### config.mk
export PLATFORM = sky130hd
export DESIGN_NAME = mem_access
export DESIGN_NICKNAME = d
export VERILOG_FILES = /design/src/rtl/mem_access.sv
export SDC_FILE = /design/constraint.sdc
export NUM_CORES = 1
export LEC_CHECK = 0
export BUFFER_PORTS_ARGS = -buffer_cell sky130_fd_sc_hd__buf_2
export CAP_MARGIN = 10
export CORE_ASPECT_RATIO = 0.6
export CORE_UTILIZATION = 45
export CTS_BUF_LIST = sky130_fd_sc_hd__clkbuf_8
export DETAILED_ROUTE_END_ITERATION = 10
export PLACE_DENSITY = 0.76
export SLEW_MARGIN = 20
export SYNTH_ARGS = -nofsm -noshare
export SYNTH_HDL_FRONTEND = slang
export SYNTH_SLANG_ARGS = --single-unit
### constraint.sdc
create_clock -name clk -period 3.07 [get_ports clk]
set_input_delay 0.307 -clock clk [delete_from_list [all_inputs] [get_ports clk]]
set_output_delay 0.307 -clock clk [all_outputs]
set_load 0.1 [all_outputs]
### src/rtl/mem_access.sv
// ============================================================================
//  Module   : mem_access
//  Purpose  : Memory-access pipeline stage. It issues one data-memory request
//             per load or store, aligns and extends load data, aborts on ack
//             timeout, and returns every result as a one-cycle pulse.
//  Options  : MEM_ACCESS_ALIGN_CHECK_EN enables misaligned half/word faults.
//  Revision : 1.0 - initial release
// ============================================================================
`default_nettype none

module mem_access #(
    parameter int ACK_TIMEOUT = 16
) (
    input  logic        clk,
    input  logic        rst,
    input  logic        in_valid,
    output logic        in_ready,
    input  logic [31:0] alu_result,
    input  logic [31:0] store_data,
    input  logic        mem_read,
    input  logic        mem_write,
    input  logic [1:0]  size,
    input  logic        sign_ext,
    output logic        dmem_req,
    output logic        dmem_we,
    output logic [31:0] dmem_addr,
    output logic [31:0] dmem_wdata,
    output logic [3:0]  dmem_be,
    input  logic [31:0] dmem_rdata,
    input  logic        dmem_ack,
    output logic        out_valid,
    output logic [31:0] out_data,
    output logic        misaligned,
    output logic        bus_error
);

    typedef enum logic [1:0] {
        IDLE   = 2'd0,
        ACCESS = 2'd1,
        RESP   = 2'd2
    } state_t;

    localparam logic [7:0] c_timeout_last = 8'(ACK_TIMEOUT - 1);

    state_t      r_state;
    logic [7:0]  r_timer;
    logic [31:0] r_alu;
    logic [1:0]  r_addr_lo;
    logic [1:0]  r_size;
    logic        r_sign_ext;
    logic        r_is_load;

    logic        w_accept;
    logic        w_is_mem;
    logic        w_align_fault;
    logic [3:0]  w_be;
    logic [31:0] w_wdata;
    logic [31:0] w_shifted;
    logic [31:0] w_load;

    assign w_accept = in_valid & in_ready;
    assign w_is_mem = mem_read | mem_write;

    // Lane placement for the outgoing request, computed from the live inputs.
    always_comb begin
        w_be    = 4'b0000;
        w_wdata = 32'd0;
        case (size)
            2'b00: begin
                w_be    = 4'b0001 << alu_result[1:0];
                w_wdata = {4{store_data[7:0]}};
            end
            2'b01: begin
                w_be    = alu_result[1] ? 4'b1100 : 4'b0011;
                w_wdata = {2{store_data[15:0]}};
            end
            default: begin
                w_be    = 4'b1111;
                w_wdata = store_data;
            end
        endcase
    end

`ifdef MEM_ACCESS_ALIGN_CHECK_EN
    logic w_misalign;

    always_comb begin
        w_misalign = 1'b0;
        case (size)
            2'b00:   w_misalign = 1'b0;
            2'b01:   w_misalign = alu_result[0];
            default: w_misalign = |alu_result[1:0];
        endcase
    end

    assign w_align_fault = w_is_mem & w_misalign;
`else
    assign w_align_fault = 1'b0;
`endif

    // Load lane extraction uses the address/size captured at accept time.
    assign w_shifted = dmem_rdata >> {r_addr_lo, 3'b000};

    always_comb begin
        w_load = dmem_rdata;
        case (r_size)
            2'b00:   w_load = {{24{r_sign_ext & w_shifted[7]}}, w_shifted[7:0]};
            2'b01:   w_load = r_addr_lo[1]
                              ? {{16{r_sign_ext & dmem_rdata[31]}}, dmem_rdata[31:16]}
                              : {{16{r_sign_ext & dmem_rdata[15]}}, dmem_rdata[15:0]};
            default: w_load = dmem_rdata;
        endcase
    end

    always_ff @(posedge clk or negedge rst) begin
        if (!rst) begin
            r_state    <= IDLE;
            r_timer    <= 8'd0;
            r_alu      <= 32'd0;
            r_addr_lo  <= 2'b00;
            r_size     <= 2'b00;
            r_sign_ext <= 1'b0;
            r_is_load  <= 1'b0;
            in_ready   <= 1'b0;
            dmem_req   <= 1'b0;
            dmem_we    <= 1'b0;
            dmem_addr  <= 32'd0;
            dmem_wdata <= 32'd0;
            dmem_be    <= 4'b0000;
            out_valid  <= 1'b0;
            out_data   <= 32'd0;
            misaligned <= 1'b0;
            bus_error  <= 1'b0;
        end else begin
            case (r_state)
                IDLE: begin
                    in_ready <= 1'b1;
                    if (w_accept) begin
                        in_ready   <= 1'b0;
                        r_alu      <= alu_result;
                        r_addr_lo  <= alu_result[1:0];
                        r_size     <= size;
                        r_sign_ext <= sign_ext;
                        r_is_load  <= mem_read & ~mem_write;
                        if (!w_is_mem) begin
                            r_state   <= RESP;
                            out_valid <= 1'b1;
                            out_data  <= alu_result;
                        end else if (w_align_fault) begin
                            r_state    <= RESP;
                            out_valid  <= 1'b1;
                            out_data   <= 32'd0;
                            misaligned <= 1'b1;
                        end else begin
                            r_state    <= ACCESS;
                            r_timer    <= 8'd0;
                            dmem_req   <= 1'b1;
                            dmem_we    <= mem_write;
                            dmem_addr  <= {alu_result[31:2], 2'b00};
                            dmem_be    <= w_be;
                            dmem_wdata <= w_wdata;
                        end
                    end
                end

                ACCESS: begin
                    if (dmem_ack) begin
                        r_state   <= RESP;
                        dmem_req  <= 1'b0;
                        dmem_we   <= 1'b0;
                        out_valid <= 1'b1;
                        out_data  <= r_is_load ? w_load : r_alu;
                    end else if (r_timer == c_timeout_last) begin
                        // Slave never answered: abandon the request and report it.
                        r_state   <= RESP;
                        dmem_req  <= 1'b0;
                        dmem_we   <= 1'b0;
                        out_valid <= 1'b1;
                        out_data  <= 32'd0;
                        bus_error <= 1'b1;
                    end else begin
                        r_timer <= r_timer + 8'd1;
                    end
                end

                RESP: begin
                    r_state    <= IDLE;
                    in_ready   <= 1'b1;
                    out_valid  <= 1'b0;
                    misaligned <= 1'b0;
                    bus_error  <= 1'b0;
                end

                default: begin
                    r_state  <= IDLE;
                    in_ready <= 1'b0;
                end
            endcase
        end
    end

endmodule

`default_nettype wire

==> flow_summary.json, run 1 <==
{
  "outcome": "finished, violations left",
  "violations": "design-rule violations",
  "hp-class": "input port to flop",
  "drtIter0Drc": 543,
  "r2r-start": "r_is_load",
  "htree_levels": 4,
  "numCtsBuffers": 17,
  "vias": 6691,
  "critical_path.max_stage_delay_ns": 0.88,
  "post-dp-hpwl_mm": 16.0,
  "slew_viol_final": 0,
  "worst_path_dominant_cell_family": "flip-flops",
  "drc_errors": 1,
  "yosysMostFrequentCell": "nand2_1",
  "cts_tree": "built",
  "synth_area_leaders": "dfrtp_1 (50%), nand2_1 (8.7%), mux2_2 (6.3%), mux2i_1 (5.1%), o21ai_0 (4.0%)",
  "fin_nets": 1073,
  "diodes": 0,
  "placed_cell_area_um2": 8690,
  "ctsResizeCount": 0,
  "yosysTopAreaCell": "dfrtp_1",
  "end_kind": "flop",
  "antenna_left": 0,
  "cts-root-buf": "clkbuf_8",
  "routed_wl_mm": 22.4,
  "die_w_um": 168,
  "critPathLaunchType": "flop",
  "path_max_fanout": 20,
  "worstSetupPathDepth": 3,
  "synth_top_area_share_pct": 49.9,
  "endpoint": "out_data[0]",
  "cts_setup_buffers": 0,
  "stdcell_area_um2": 9070,
  "crit_slowest_cell": "dfrtp_1",
  "grt_pass1_wl_mm": 34.7,
  "rsz0062_at_grt": "no",
  "yosysSeqAreaShare_pct": 49.9,
  "die_area_um2": 17100,
  "syn-cell-area_um2": 7470,
  "final.setup.tns_ns": 0,
  "final-hold-violation-count": 0,
  "netlist_top_cells_count": "nand2_1 (173), dfrtp_1 (149), nor2_1 (61), o21ai_0 (60), a21oi_1 (57)",
  "max_slew.worst_pin.slew_ns": 0.882,
  "critPathRequiredTime_ns": 3.42,
  "yosysWarnings": 0,
  "grt_max_degree": 89,
  "syn2layout_area_growth_pct": 21.5,
  "synth-async-reset-ratio_pct": 100,
  "period_minus_slack_ns": 2.47,
  "post_drt_wl_per_cell_um": 18.9,
  "crit_chain": "clkinv_1 -> o311a_1 -> o31ai_1",
  "die_h_um": 102,
  "grt_use_total_pct": 26.9,
  "path_class": "flop to flop",
  "arrival_ns": 2.81,
  "synth-seq-cells": 149,
  "drive_gt1_share_pct": 31.4,
  "synth_edf_count": 0,
  "relSlewSlack_pct": 39.5,
  "worstReg2RegEnd": "out_data[0]",
  "max_cap_viol_count": 0,
  "setup_viol": 0,
  "finalCritPeriodShare_pct": 80.4,
  "synth_cell_types": 57,
  "io_pins": 211,
  "worst-path-buf-inv": 1,
  "clock_skew_ns": 0.0141,
  "routed_via_density": 5.64,
  "rows": 36,
  "ctsHoldBuffers": 1,
  "antenna_found_initial": 0,
  "grt_pass1_vias": 6161,
  "place.gp.congestion": 0.953,
  "cp-startpoint": "r_is_load",
  "worstSkewPairLatency_ns": 0.45,
  "clock_sink_count": 149,
  "clock.fmax_mhz": 405,
  "first_pass_iters": 8,
  "initial_core_util_pct": 46.1,
  "syn_inst": 784,
  "synth_top_flop_cell": "dfrtp_1",
  "overflow": 0,
  "clkTransAtPathRegs_ns": 0.09,
  "portBuffers": 207,
  "r2r_slack_ns": 0.60,
  "core_um2": 16200,
  "r2r_cells": 3,
  "syn_avg_cell_area_um2": 9.53,
  "cts_max_path_buffers": 2
}
## placed cells by master, fill, tap and decap left out, types with 4 or more instances in the layout
cell type,count
buf_2,206
nand2_1,173
dfrtp_1,149
nor2_1,61
o21ai_0,60
a21oi_1,57
mux2_2,42
mux2i_1,38
o31ai_1,23
clkbuf_8,18
a221o_1,16
buf_4,13
o221ai_1,9
inv_1,7
a211oi_1,7
a2bb2oi_1,7
o211ai_1,7
a32o_1,7
a22o_1,5
clkinv_4,4
## through the flow
stage / utilization [%] / std cells / hold WS (ns) / setup slack, ns
after detailed placement: 53.6 / 1156 / 0.445 / 0.745
after floorplan: - / 786 / 0.0114 / 0.774
after global placement: 53.6 / 1156 / 0.441 / 0.807
after CTS: 56.0 / 1186 / 0.0633 / 0.681
final: 56.0 / 1186 / 0.0787 / 0.601
after global routing: 56.0 / 1186 / 0.0510 / 0.492
## layer usage
| metal | GRT usage [%] | vias up | routed length (µm) |
|---|---|---|---|
| met1 | 40.0 | 3261 | 10600 |
| met3 | 8.64 | 15 | 2220 |
| met2 | 38.3 | 277 | 9440 |
| li1 | - | 3138 | - |
| met5 | 0 | - | 0 |
| met4 | 4.97 | 0 | 146 |
## worst min-delay path: stages
cell and delay [ns]:
buf_2 0.10, nand2_1 0.05, nand2_1 0.05
## state kept, by name (all words and copies together), names as in the netlist, 2 cells and up
| signal | flops |
|---|---|
| r_size | 2 |
| dmem_addr | 30 |
| out_data | 32 |
| r_state | 2 |
| r_timer | 8 |
| r_alu | 32 |
| dmem_wdata | 32 |
| dmem_be | 4 |
## how the worst min path moves through the flow
stage | to | start | cells past startpoint
3_3_place_gp | dmem_addr[29] | rst | 1
4_1_cts | dmem_addr[11] | alu_result[11] | 3
2_1_floorplan | bus_error | rst | 0
6_report | dmem_addr[11] | alu_result[11] | 3
5_1_grt | dmem_addr[11] | alu_result[11] | 3
3_5_place_dp | dmem_addr[27] | rst | 1
## final cells by class
cell class | count | area [µm²]
clock buffer | 18 | 248
clock inverter | 11 | 130
fill | 1509 | 7140
inverter | 9 | 33.8
multi-input combinational | 566 | 3460
sequential | 149 | 3730
tap | 209 | 262
timing repair buffer | 224 | 1210
## cells by family (layout without fill, tap and decap cells)
kind of cell,after synthesis,in the layout,synth area share (%)
multiplexers,80,80,11.4
flip-flops,149,149,49.9
AO/OA/AOI/OAI,214,214,19.0
adder cells (fa/ha/maj),1,1,0.167
AND/OR/NAND/NOR,266,266,15.0
XOR/XNOR,2,2,0.235
other,1,3,0.0502
buffers and inverters,71,262,4.22
Power of run 1 is not shown: default switching activity piles up to over one toggle a cycle in this logic, so the estimate is an artifact.
==> run 2: changes to the inputs <==
Clock period 3.07 ns to 2.5 ns, I/O delays scaled along.
==> flow_summary.json, run 2 (synthesis results as in run 1) <==
{
  "max_cap_viol_count": 0,
  "routed_via_density": 5.62,
  "place.gp.congestion": 0.995,
  "fin_nets": 1091,
  "critPathLaunchType": "flop",
  "worstSkewPairLatency_ns": 0.45,
  "grt_use_total_pct": 27.6,
  "htree_levels": 4,
  "routed_wl_mm": 22.9,
  "final_common_cell": "buf_2",
  "core_um2": 16200,
  "path_class": "flop to flop",
  "die_w_um": 168,
  "grt_max_degree": 57,
  "biggestRegsByFlops": "dmem_wdata x32, out_data x32, r_alu x32",
  "period_minus_slack_ns": 2.06,
  "vias": 6793,
  "initial_core_util_pct": 46.1,
  "arrival_ns": 2.40,
  "mostFrequentLayoutCells": "buf_2 (206), nand2_1 (173), dfrtp_1 (149), nor2_1 (61), o21ai_0 (60)",
  "antenna_left": 0,
  "post-dp-hpwl_mm": 16.6,
  "finalCritPeriodShare_pct": 82.4,
  "portBuffers": 207,
  "cts-root-buf": "clkbuf_8",
  "cts_tree": "built",
  "cts_setup_buffers": 0,
  "rsz0062_at_grt": "no",
  "overflow": 0,
  "syn2layout_area_growth_pct": 23.6,
  "numCtsBuffers": 17,
  "clock_skew_ns": 0.0150,
  "cts_max_path_buffers": 2,
  "outcome": "finished clean",
  "drtIter0Drc": 615,
  "die_area_um2": 17100,
  "hp-class": "input port to flop",
  "relSlewSlack_pct": 41.4,
  "first_pass_iters": 5,
  "grt_pass1_vias": 6391,
  "rows": 36,
  "drc_errors": 0,
  "final.setup.tns_ns": 0,
  "final-hold-violation-count": 0,
  "ctsHoldBuffers": 4,
  "critPathRequiredTime_ns": 2.84,
  "end_kind": "flop",
  "slew_viol_final": 0,
  "grt_pass1_wl_mm": 35.9,
  "clock.fmax_mhz": 486,
  "post_drt_wl_per_cell_um": 18.9,
  "drive_gt1_share_pct": 32.5,
  "antenna_found_initial": 2,
  "io_pins": 211,
  "path_max_fanout": 7,
  "setup_viol": 0,
  "clock_sink_count": 149,
  "clkTransAtPathRegs_ns": 0.09,
  "ctsResizeCount": 0,
  "die_h_um": 102,
  "max_slew.worst_pin.slew_ns": 0.876
}
run 2: stage by stage:
stage	util, %	cell area [µm²]	instances	hold slack (ns)	setup WS, ns
after floorplan	-	7480	786	-0.0456	0.204
after detailed placement	54.3	8800	1171	0.260	0.425
after global routing	56.9	9230	1207	0.0114	0.284
after global placement	54.3	8800	1171	0.263	0.539
after CTS	56.9	9230	1206	0.000704	0.425
final	56.9	9230	1208	0.0204	0.440
run 2: cell type report:
class	count	area (µm²)
fill	1435	6980
sequential	149	3730
multi-input combinational	566	3470
timing repair buffer	242	1350
tap	209	262
clock buffer	17	234
clock inverter	14	153
inverter	9	33.8
antenna	2	5.00
run 2: final timing paths:
path	startpoint	end	slack (ns)	cells after the start
worst min register to register	dmem_be[3]	dmem_be[3]	0.47	2
worst max register to register	r_timer[0]	out_data[9]	0.44	5
worst max-delay path	r_timer[0]	out_data[9]	0.44	5
max in group asynchronous	rst	out_data[3]	1.39	3
min in group asynchronous	rst	dmem_addr[27]	0.33	2
worst min-delay path	alu_result[12]	dmem_addr[12]	0.02	3
run 2: per-layer routing:
layer | wire length (µm) | global-route usage, % | vias to the layer above
met3 | 2580 | 9.61 | 31
met4 | 348 | 8.25 | 0
met5 | 0 | 0 | -
met1 | 10700 | 40.1 | 3244
met2 | 9210 | 38.6 | 344
li1 | - | - | 3174
run 2: worst max-delay path, cell delays in order (launching register included):
cell and delay, ns:
dfrtp_1 0.44, ha_1 0.23, and3_1 0.23, a21oi_1 0.38, mux2i_1 0.35, a32o_1 0.31
Power of run 2 is left out for the same reason.
==> run 3: changes to the inputs <==
Settings changed: ABC_AREA from default to 1.
Clock period 2.5 ns to 1.9 ns, I/O delays scaled along.
==> flow_summary.json, run 3 <==
{
  "outcome": "finished clean",
  "numCtsBuffers": 17,
  "synth_area_leaders": "dfrtp_1 (50%), nand2_1 (15%), a21oi_1 (5.8%), o21ai_0 (4.4%), inv_1 (3.9%)",
  "synth_cell_types": 45,
  "portBuffers": 207,
  "place.gp.congestion": 0.916,
  "clkTransAtPathRegs_ns": 0.10,
  "critPathLaunchType": "flop",
  "hp-class": "input port to flop",
  "period_minus_slack_ns": 1.78,
  "synth-seq-cells": 149,
  "die_h_um": 102,
  "rsz0062_at_grt": "no",
  "yosysMostFrequentCell": "nand2_1",
  "syn-cell-area_um2": 7470,
  "io_pins": 211,
  "path_max_fanout": 12,
  "biggestRegsByFlops": "dmem_wdata x32, out_data x32, r_alu x32",
  "crit_chain": "inv_2 -> nor2_4 -> inv_4 -> nor2_1 -> nand2_1 -> nand3_2 -> inv_4 -> buf_4 -> or2_0 -> inv_1 -> a21oi_2",
  "max_slew.worst_pin.slew_ns": 0.523,
  "post_drt_wl_per_cell_um": 15.9,
  "grt_use_total_pct": 26.9,
  "yosysWarnings": 0,
  "grt_pass1_vias": 6597,
  "critical_path.max_stage_delay_ns": 0.44,
  "cts-root-buf": "clkbuf_8",
  "synth_top_family_by_area": "simple AND/OR/NAND/NOR gates",
  "slew_viol_final": 0,
  "end_kind": "flop",
  "syn2layout_area_growth_pct": 28.3,
  "synth_edf_count": 0,
  "worstSkewPairLatency_ns": 0.44,
  "worst-path-buf-inv": 5,
  "drc_errors": 0,
  "final_common_cell": "nand2_1",
  "synthAdderAreaFrac_pct": 0.168,
  "final.setup.tns_ns": 0,
  "grt_pass1_wl_mm": 35.3,
  "setup_viol": 0,
  "synth-simple-area-share_pct": 22.7,
  "clock_sink_count": 149,
  "worst_path_dominant_cell_family": "simple AND/OR/NAND/NOR gates",
  "initial_core_util_pct": 46.1,
  "synth_mux_area_share_pct": 0,
  "cts_max_path_buffers": 2,
  "yosysSeqAreaShare_pct": 49.9,
  "antenna_left": 0,
  "synth_top_area_share_pct": 49.9,
  "clock.fmax_mhz": 563,
  "die_area_um2": 17100,
  "first_pass_iters": 7,
  "routed_wl_mm": 22.2,
  "drive_gt1_share_pct": 28.0,
  "vias": 7105,
  "cts_tree": "built",
  "rows": 36,
  "synth_xor_area_share_pct": 0.586,
  "routed_via_density": 5.09,
  "critPathRequiredTime_ns": 2.23,
  "cp_common_cell": "inv_4",
  "path_class": "flop to flop",
  "syn_inst": 928,
  "die_w_um": 168,
  "crit_slowest_cell": "dfrtp_2",
  "finalCritPeriodShare_pct": 93.6,
  "netlist_top_cells_count": "nand2_1 (298), dfrtp_1 (149), a21oi_1 (86), inv_1 (77), o21ai_0 (65)",
  "antenna_found_initial": 4,
  "synth_compound_area_share_pct": 18.3,
  "htree_levels": 4,
  "relSlewSlack_pct": 65.1,
  "synth-async-reset-ratio_pct": 100,
  "arrival_ns": 2.11,
  "clock_skew_ns": 0.0169,
  "core_um2": 16200,
  "synth_top_flop_cell": "dfrtp_1",
  "fin_nets": 1278,
  "overflow": 0,
  "drtIter0Drc": 633,
  "yosysTopAreaCell": "dfrtp_1",
  "post-dp-hpwl_mm": 16.0,
  "final-hold-violation-count": 0,
  "mostFrequentLayoutCells": "nand2_1 (298), buf_2 (206), dfrtp_1 (145), a21oi_1 (86), inv_1 (77)",
  "grt_max_degree": 66,
  "max_cap_viol_count": 0,
  "syn_avg_cell_area_um2": 8.05
}
-- run 3: changes by cell type after synthesis, moves of 18 or more --
cell / delta
inv_1: +70
nor2_1: -33
mux2i_1: -38
nand2_1: +125
mux2_2: -42
or2_2: +20
o31ai_1: -18
a21oi_1: +29
-- run 3: routing by layer --
layer  up-vias  part of all wire (%)  GRT usage (%)
li1       3485                     -              -
met1      3346                    48           40.0
met2       255                    44           39.6
met3        17                   6.9           6.88
met4         2                  0.93           5.59
met5         -                 0.063              0
-- run 3: tightest hold or removal path: cells and delay by family --
family          cells  cell delay (ns)
buf+inv             2             0.18
compound gates      1             0.06
-- run 3: final timing paths --
kind	slack, ns	depth (start not counted)	endpoint	startpoint
max in group asynchronous	1.04	3	r_state[1]	rst
setup reg to reg	0.12	11	out_data[27]	r_state[0]
setup / recovery	0.12	11	out_data[27]	r_state[0]
min in group asynchronous	0.25	2	out_data[16]	rst
hold reg to reg	0.48	2	dmem_wdata[0]	dmem_wdata[0]
hold / removal	0.02	3	dmem_addr[21]	alu_result[21]
-- run 3: timing repair --
action                     in CTS  in global routing
hold buffers                   41                  0
hold endpoints to repair      101                  0
resized for setup               0                  8
setup endpoints to repair       0                 27
setup buffers                   0                  0
-- run 3: final cells by class --
| class | instances | area (µm²) |
|---|---|---|
| Antenna cell | 3 | 7.51 |
| Clock buffer | 18 | 248 |
| Clock inverter | 13 | 113 |
| Fill cell | 1470 | 6630 |
| Inverter | 90 | 348 |
| Multi-Input combinational cell | 635 | 3140 |
| Sequential cell | 149 | 3730 |
| Tap cell | 209 | 262 |
| Timing Repair Buffer | 279 | 1740 |
-- run 3: logic make-up after synthesis --
group,count (synthesis)
compound gates,228
xor+xnor,5
fa+ha+maj,1
buf+inv,146
flops,149
other cells,1
simple gates,398
-- run 3: through the flow --
step | hold slack, ns | utilization, % | instance area, µm² | std cells | setup slack [ns]
finish | 0.0209 | 59.1 | 9590 | 1396 | 0.122
global route | 0.00274 | 59.1 | 9580 | 1394 | 0.0208
CTS | 0.00293 | 59.0 | 9560 | 1393 | 0.0630
detailed placement | 0.175 | 54.2 | 8790 | 1321 | 0.0984
global placement | 0.178 | 54.2 | 8790 | 1321 | 0.174
floorplan | -0.106 | - | 7480 | 930 | 0.0359
Power of run 3 is left out for the same reason.
